[config.mk]
export PLATFORM = sky130hd
export DESIGN_NAME = id_stage_pipe
export DESIGN_NICKNAME = d
export VERILOG_FILES = /design/src/rtl/id_stage_pipe_pkg.sv /design/src/rtl/id_fwd_mux.sv /design/src/rtl/id_stage_pipe.sv
export SDC_FILE = /design/constraint.sdc
export NUM_CORES = 1
export LEC_CHECK = 0
export ABC_CLOCK_PERIOD_IN_PS = 5400
export CAP_MARGIN = 20
export CORE_UTILIZATION = 40
export CTS_CLUSTER_DIAMETER = 40
export DETAILED_ROUTE_END_ITERATION = 7
export GPL_ROUTABILITY_DRIVEN = 0
export HOLD_SLACK_MARGIN = 0.12
export PLACE_DENSITY_LB_ADDON = 0.15
export SLEW_MARGIN = 20
export SYNTH_ARGS = -nofsm -noshare
export SYNTH_HDL_FRONTEND = slang
export SYNTH_SLANG_ARGS = --single-unit
export TNS_END_PERCENT = 30
[constraint.sdc]
create_clock -name clk -period 5.4 [get_ports clk]
set_input_delay 1.35 -clock clk [delete_from_list [all_inputs] [get_ports clk]]
set_output_delay 1.35 -clock clk [all_outputs]
set_load 0.02 [all_outputs]
[src/rtl/id_stage_pipe_pkg.sv]
// Shared decode constants for the ID stage: MIPS opcode/funct fields, ALU op and
// result-select codes, plus small lookup helpers used by the decoder.
package id_stage_pipe_pkg;

   localparam logic [5:0] OP_SPECIAL = 6'b000000;
   localparam logic [5:0] OP_ANDI    = 6'b001100;
   localparam logic [5:0] OP_ORI     = 6'b001101;
   localparam logic [5:0] OP_XORI    = 6'b001110;
   localparam logic [5:0] OP_LUI     = 6'b001111;

   localparam logic [5:0] FN_AND = 6'b100100;
   localparam logic [5:0] FN_OR  = 6'b100101;
   localparam logic [5:0] FN_XOR = 6'b100110;
   localparam logic [5:0] FN_NOR = 6'b100111;
   localparam logic [5:0] FN_SLL = 6'b000000;
   localparam logic [5:0] FN_SRL = 6'b000010;
   localparam logic [5:0] FN_SRA = 6'b000011;

   localparam logic [7:0] ALUOP_NOP = 8'b00000000;
   localparam logic [7:0] ALUOP_AND = 8'b00100100;
   localparam logic [7:0] ALUOP_OR  = 8'b00100101;
   localparam logic [7:0] ALUOP_XOR = 8'b00100110;
   localparam logic [7:0] ALUOP_NOR = 8'b00100111;
   localparam logic [7:0] ALUOP_SLL = 8'b01111100;
   localparam logic [7:0] ALUOP_SRL = 8'b00000010;
   localparam logic [7:0] ALUOP_SRA = 8'b00000011;

   localparam logic [2:0] SEL_NOP   = 3'b000;
   localparam logic [2:0] SEL_LOGIC = 3'b001;
   localparam logic [2:0] SEL_SHIFT = 3'b010;

   localparam logic [4:0] NOP_REG = 5'd0;

   function automatic logic [7:0] imm_aluop(input logic [5:0] op);
      case (op)
         OP_ANDI: imm_aluop = ALUOP_AND;
         OP_ORI:  imm_aluop = ALUOP_OR;
         OP_XORI: imm_aluop = ALUOP_XOR;
         default: imm_aluop = ALUOP_NOP;
      endcase
   endfunction

   function automatic logic [7:0] funct_aluop(input logic [5:0] fn);
      case (fn)
         FN_AND:  funct_aluop = ALUOP_AND;
         FN_OR:   funct_aluop = ALUOP_OR;
         FN_XOR:  funct_aluop = ALUOP_XOR;
         FN_NOR:  funct_aluop = ALUOP_NOR;
         FN_SLL:  funct_aluop = ALUOP_SLL;
         FN_SRL:  funct_aluop = ALUOP_SRL;
         FN_SRA:  funct_aluop = ALUOP_SRA;
         default: funct_aluop = ALUOP_NOP;
      endcase
   endfunction

endpackage

[src/rtl/id_fwd_mux.sv]
// One operand port of the ID stage: immediate / zero-register / EX-MEM bypass
// selection, plus the hazard this port contributes to the stall request.
module id_fwd_mux
   import id_stage_pipe_pkg::*;
#(
   parameter int DATA_W = 32,
   parameter int REG_AW = 5,
   parameter int FWD_EN = 1
) (
   input  logic              read,
   input  logic [REG_AW-1:0] addr,
   input  logic [DATA_W-1:0] imm,
   input  logic [DATA_W-1:0] rf_data,
   input  logic              ex_wreg,
   input  logic [REG_AW-1:0] ex_wd,
   input  logic [DATA_W-1:0] ex_wdata,
   input  logic              ex_is_load,
   input  logic              mem_wreg,
   input  logic [REG_AW-1:0] mem_wd,
   input  logic [DATA_W-1:0] mem_wdata,
   output logic [DATA_W-1:0] data,
   output logic              hazard
);

   localparam bit BYPASS = (FWD_EN != 0);

   logic ex_hit;
   logic mem_hit;
   logic live;

   always_comb begin
      ex_hit  = ex_wreg && (ex_wd == addr);
      mem_hit = mem_wreg && (mem_wd == addr);
      live    = read && (addr != REG_AW'(NOP_REG));

      data = rf_data;
      if (!read)
         data = imm;
      else if (addr == REG_AW'(NOP_REG))
         data = '0;
      else if (BYPASS && ex_hit && !ex_is_load)
         data = ex_wdata;
      else if (BYPASS && mem_hit)
         data = mem_wdata;

      // Without a bypass network any in-flight writer of this register must drain first.
      hazard = live && ((ex_hit && ex_is_load) || (!BYPASS && (ex_hit || mem_hit)));
   end

endmodule

[src/rtl/id_stage_pipe.sv]
// Registered MIPS decode stage: decodes logic/LUI/shift instructions, selects
// bypassed operands, stalls on load-use and holds the ID/EX register.
module id_stage_pipe
   import id_stage_pipe_pkg::*;
#(
   parameter int DATA_W = 32,
   parameter int REG_AW = 5,
   parameter int IMM_W  = 16,
   parameter int FWD_EN = 1,
   parameter int CNT_W  = 16
) (
   input  logic              clk,
   input  logic              rst,
   input  logic              in_valid,
   output logic              in_ready,
   input  logic [31:0]       pc_i,
   input  logic [31:0]       inst_i,
   output logic              reg1_read_o,
   output logic [REG_AW-1:0] reg1_addr_o,
   input  logic [DATA_W-1:0] reg1_data_i,
   output logic              reg2_read_o,
   output logic [REG_AW-1:0] reg2_addr_o,
   input  logic [DATA_W-1:0] reg2_data_i,
   input  logic              ex_wreg_i,
   input  logic [REG_AW-1:0] ex_wd_i,
   input  logic [DATA_W-1:0] ex_wdata_i,
   input  logic              ex_is_load_i,
   input  logic              mem_wreg_i,
   input  logic [REG_AW-1:0] mem_wd_i,
   input  logic [DATA_W-1:0] mem_wdata_i,
   input  logic              flush_i,
   output logic              out_valid,
   input  logic              out_ready,
   output logic [7:0]        aluop_o,
   output logic [2:0]        alusel_o,
   output logic [DATA_W-1:0] reg1_o,
   output logic [DATA_W-1:0] reg2_o,
   output logic [REG_AW-1:0] wd_o,
   output logic              wreg_o,
   output logic [31:0]       pc_o,
   output logic              inst_invalid_o,
   output logic              stallreq_o,
   output logic [CNT_W-1:0]  stall_cnt_o
);

   logic [5:0]        op;
   logic [5:0]        funct;
   logic [4:0]        shamt;
   logic [7:0]        dec_aluop;
   logic [2:0]        dec_alusel;
   logic [REG_AW-1:0] dec_wd;
   logic              dec_wreg;
   logic              dec_invalid;
   logic [DATA_W-1:0] imm1;
   logic [DATA_W-1:0] imm2;
   logic [DATA_W-1:0] op1;
   logic [DATA_W-1:0] op2;
   logic              haz1;
   logic              haz2;
   logic              load;

   assign op          = inst_i[31:26];
   assign funct       = inst_i[5:0];
   assign shamt       = inst_i[10:6];
   assign reg1_addr_o = REG_AW'(inst_i[25:21]);
   assign reg2_addr_o = REG_AW'(inst_i[20:16]);

   always_comb begin
      dec_aluop   = ALUOP_NOP;
      dec_alusel  = SEL_NOP;
      dec_wd      = REG_AW'(NOP_REG);
      dec_wreg    = 1'b0;
      dec_invalid = 1'b1;
      reg1_read_o = 1'b0;
      reg2_read_o = 1'b0;
      imm1        = '0;
      imm2        = '0;
      case (op)
         OP_ANDI, OP_ORI, OP_XORI: begin
            dec_aluop   = imm_aluop(op);
            dec_alusel  = SEL_LOGIC;
            dec_wd      = REG_AW'(inst_i[20:16]);
            dec_wreg    = 1'b1;
            dec_invalid = 1'b0;
            reg1_read_o = 1'b1;
            imm2        = DATA_W'(inst_i[IMM_W-1:0]);
         end
         // Port 1 stays unread so its immediate (zero) stands in for $0.
         OP_LUI: begin
            dec_aluop   = ALUOP_OR;
            dec_alusel  = SEL_LOGIC;
            dec_wd      = REG_AW'(inst_i[20:16]);
            dec_wreg    = 1'b1;
            dec_invalid = 1'b0;
            imm2        = DATA_W'({inst_i[IMM_W-1:0], {IMM_W{1'b0}}});
         end
         OP_SPECIAL: begin
            case (funct)
               FN_AND, FN_OR, FN_XOR, FN_NOR: begin
                  if (shamt == 5'd0) begin
                     dec_aluop   = funct_aluop(funct);
                     dec_alusel  = SEL_LOGIC;
                     dec_wd      = REG_AW'(inst_i[15:11]);
                     dec_wreg    = 1'b1;
                     dec_invalid = 1'b0;
                     reg1_read_o = 1'b1;
                     reg2_read_o = 1'b1;
                  end
               end
               FN_SLL, FN_SRL, FN_SRA: begin
                  dec_aluop   = funct_aluop(funct);
                  dec_alusel  = SEL_SHIFT;
                  dec_wd      = REG_AW'(inst_i[15:11]);
                  dec_wreg    = (inst_i != 32'd0);
                  dec_invalid = 1'b0;
                  reg2_read_o = 1'b1;
                  imm1        = DATA_W'(shamt);
               end
               default: ;
            endcase
         end
         default: ;
      endcase
   end

   id_fwd_mux #(.DATA_W(DATA_W), .REG_AW(REG_AW), .FWD_EN(FWD_EN)) u_fwd1 (
      .read(reg1_read_o), .addr(reg1_addr_o), .imm(imm1), .rf_data(reg1_data_i),
      .ex_wreg(ex_wreg_i), .ex_wd(ex_wd_i), .ex_wdata(ex_wdata_i), .ex_is_load(ex_is_load_i),
      .mem_wreg(mem_wreg_i), .mem_wd(mem_wd_i), .mem_wdata(mem_wdata_i),
      .data(op1), .hazard(haz1)
   );

   id_fwd_mux #(.DATA_W(DATA_W), .REG_AW(REG_AW), .FWD_EN(FWD_EN)) u_fwd2 (
      .read(reg2_read_o), .addr(reg2_addr_o), .imm(imm2), .rf_data(reg2_data_i),
      .ex_wreg(ex_wreg_i), .ex_wd(ex_wd_i), .ex_wdata(ex_wdata_i), .ex_is_load(ex_is_load_i),
      .mem_wreg(mem_wreg_i), .mem_wd(mem_wd_i), .mem_wdata(mem_wdata_i),
      .data(op2), .hazard(haz2)
   );

   // Handshake: an instruction transfers in on a cycle where in_valid && in_ready,
   // and out on a cycle where out_valid && out_ready; both sides hold while waiting.
   assign stallreq_o = in_valid && (haz1 || haz2);
   assign in_ready   = (!out_valid || out_ready) && !stallreq_o;
   assign load       = in_valid && in_ready;

   always_ff @(posedge clk or negedge rst) begin
      if (!rst) begin
         out_valid      <= 1'b0;
         aluop_o        <= ALUOP_NOP;
         alusel_o       <= SEL_NOP;
         reg1_o         <= '0;
         reg2_o         <= '0;
         wd_o           <= REG_AW'(NOP_REG);
         wreg_o         <= 1'b0;
         pc_o           <= 32'd0;
         inst_invalid_o <= 1'b0;
         stall_cnt_o    <= '0;
      end else begin
         if (flush_i || (out_ready && !load)) begin
            out_valid <= 1'b0;
            wreg_o    <= 1'b0;
            aluop_o   <= ALUOP_NOP;
            alusel_o  <= SEL_NOP;
         end else if (load) begin
            out_valid      <= 1'b1;
            aluop_o        <= dec_aluop;
            alusel_o       <= dec_alusel;
            reg1_o         <= op1;
            reg2_o         <= op2;
            wd_o           <= dec_wd;
            wreg_o         <= dec_wreg;
            pc_o           <= pc_i;
            inst_invalid_o <= dec_invalid;
         end
         if (stallreq_o && !flush_i && (stall_cnt_o != '1))
            stall_cnt_o <= stall_cnt_o + CNT_W'(1);
      end
   end

endmodule

==> flow_metrics.tcl <==
set metrics [dict create \
    status "finished clean" \
    p_sw_uw 809 \
    rows 50 \
    hp-start "stall_cnt_o[6]" \
    maxCapViolCount 0 \
    path_cells "clkdlybuf4s50_1 > or4_1 > nor2_2 > nor4b_1 > a32o_1 > and3_1 > nor2_1 > clkdlybuf4s50_1" \
    drtIter0Drc 573 \
    critical_path.startpoint "inst_i[22]" \
    avgViaCountPerCell 5.74 \
    ys_seq_area_share_pct 41.2 \
    synth.distinct_cells 59 \
    peakVddDrop_mv 0.228 \
    cp-end-kind "primary output" \
    hp-class "reg2reg" \
    cp_data_required_time_ns 4.05 \
    grt_use_total_pct 30.8 \
    async_flop_share_pct 100 \
    period_minus_slack_ns 5.17 \
    hold_viol 0 \
    crit_path_top_delay_cell "clkdlybuf4s50_1" \
    clkTransAtPathRegs_ns 0.06 \
    p_leak_uw 0.00483 \
    io_buffer_count 352 \
    clock-sinks 126 \
    synth_edf_count 0 \
    cts_resized 0 \
    synth-seq-cells 126 \
    die_x_um 140 \
    p_comb_share_pct 22.2 \
    arrival_ns 3.82 \
    areaGrowthSynthToFinish_pct 55.4 \
    r2r_setup_slack_ns 2.66 \
    layout_common_cells "clkdlybuf4s50_1 (351), dfrtp_1 (126), o21ai_0 (123)" \
    placed_cells 1311 \
    clkPwrFrac_pct 42.0 \
    ioPinCount 355 \
    antenna_found_initial 1 \
    r2r-start "out_valid" \
    initial_core_util_pct 40.9 \
    drive_gt1_share_pct 11.9 \
    fin_crit_sh_pct 95.8 \
    worst_r2r_endpoint "pc_o[2]" \
    fin_util_pct 63.6 \
    grt_pass1_wl_um 45200 \
    avgSynthCellArea_sq_um 9.90 \
    drc 0 \
    clock_path_buffers 2 \
    r2r_cells 6 \
    critPathMaxFanout 4 \
    grt_max_degree 88 \
    core_area_sq_um 18700 \
    post_drt_wl_per_cell_um 22.5 \
    dieArea_sq_um 19700 \
    globalRouteOverflowTotal 0 \
    start_kind "primary input" \
    finalPower_uw 2870 \
    power_density_nw_per_um2 242 \
    ant_nets 0 \
    synth-main-ff-cell "dfrtp_1" \
    cts_tree "yes" \
    worstSetupPathType "in2out" \
    dp_hpwl_um 22500 \
    seq_power_share_pct 35.8 \
    yosysWarnings 0 \
    holdPathEnd "stall_cnt_o[6]" \
    numCtsBuffers 17 \
    cts_setup_buffers 0 \
    num_vias 7726 \
    firstDrtPassIters 7 \
    hold_buffers 0 \
    cpMostUsedCell "clkdlybuf4s50_1" \
    setup_viol 0 \
    worstMarginPinSlew_ns 0.991 \
    first_global_vias 7417 \
    slew_headroom_pct 33.8 \
    p_int_uw 2070 \
    die_h_um 140 \
    rsz0062_at_grt "false" \
    report.final.slew_viol_count 0 \
    syn_area_sq_um 7650 \
    layout_commonest_cell "clkdlybuf4s50_1" \
    clk_latency_ns 0.43 \
    htreeDepth 4 \
    netlist_instances 773 \
    stdcell_count 1345 \
    wl_um 30200 \
    fmax_mhz 193 \
    clock-root-buffer "clkbuf_16" \
    finClkSkew_ns 0.00827 \
    cpPeakStageDelay_ns 0.60 \
    hold_path_depth 1 \
    finalNetCount 1307 \
    switching_share_pct 28.1 \
    setup_tns_ns 0 \
]
==> power by group through the flow <==
stage	combinational, uW	clock, uW	sequential [uW]
floorplan	203	0	1110
global placement	631	0	1040
detailed placement	635	0	1050
CTS	638	1220	1030
global route	673	1260	1030
finish	638	1210	1030
==> worst max-delay path by stage <==
stage | end | slack (ns)
finish | in_ready | 0.23
floorplan | in_ready | 1.15
global placement | in_ready | 0.24
global route | in_ready | 0.10
detailed placement | in_ready | 0.24
CTS | in_ready | 0.23
==> flip-flops by register name, indices dropped and copies added, names as in the netlist, 2 cells and up <==
signal	flops
aluop_o	4
alusel_o	2
pc_o	32
reg1_o	32
reg2_o	32
stall_cnt_o	16
wd_o	5
==> metal layers <==
metal	up-vias	GRT usage, %	routed length (um)
li1	3513	-	-
met1	3776	38.8	12500
met2	379	50.8	14400
met3	58	7.52	2280
met4	0	12.6	973
met5	-	0	0
==> worst max-delay path, delay by kind of cell <==
kind	cells	cell delay, ns
buffers and inverters	2	1.09
AOI/OAI and AO/OA	1	0.25
and+or+nand+nor	5	1.13
==> cells by family (layout without fill, tap and decap cells) <==
group / Yosys count / count (layout) / synth area share, %
fa+ha+maj: 1 / 1 / 0.163
mux: 60 / 60 / 11.3
compound gates: 282 / 282 / 24.4
simple gates: 183 / 183 / 12.6
flops: 126 / 126 / 41.2
buf+inv: 85 / 420 / 6.31
other cells: 1 / 4 / 0.0490
xor+xnor: 35 / 35 / 4.01
==> cell type report <==
class                           instances  area [sq um]
Antenna cell                            2          5.00
Clock buffer                           18           439
Multi-Input combinational cell        563          4040
Clock inverter                         14           174
Timing Repair Buffer                  383          3770
Fill cell                            1586          6810
Tap cell                              234           293
Inverter                                5          18.8
Sequential cell                       126          3150
==> per-stage QoR <==
step / setup WS (ns) / cell area [sq um] / hold WS (ns)
finish: 0.229 / 11900 / 0.491
global route: 0.104 / 11900 / 0.516
CTS: 0.235 / 11900 / 0.494
detailed placement: 0.237 / 11300 / 0.478
global placement: 0.243 / 11300 / 0.468
floorplan: 1.15 / 7660 / 0.593
==> synthesized netlist by cell type (5+ instances only) <==
library cell,count,area share (%)
nand2_1,66,3.2
a2bb2oi_1,14,1.6
and2_1,38,3.1
buf_2,6,0.39
nor2_1,15,0.74
buf_12,5,1.3
a221oi_1,14,1.6
xnor2_1,31,3.5
inv_1,5,0.25
a22o_1,5,0.57
mux2_4,50,9.8
and3_1,13,1.1
a221o_1,23,3.0
o21ai_0,123,8.0
dfrtp_1,126,41
nand4_1,10,0.82
buf_4,15,1.5
a31oi_1,27,2.2
nand3_1,15,0.98
clkbuf_1,49,2.4
o21ai_1,7,0.46
mux2_1,6,0.88
a22oi_1,28,2.7
o21a_1,23,2.3
Note: power is estimated with default switching activity, not from simulation.
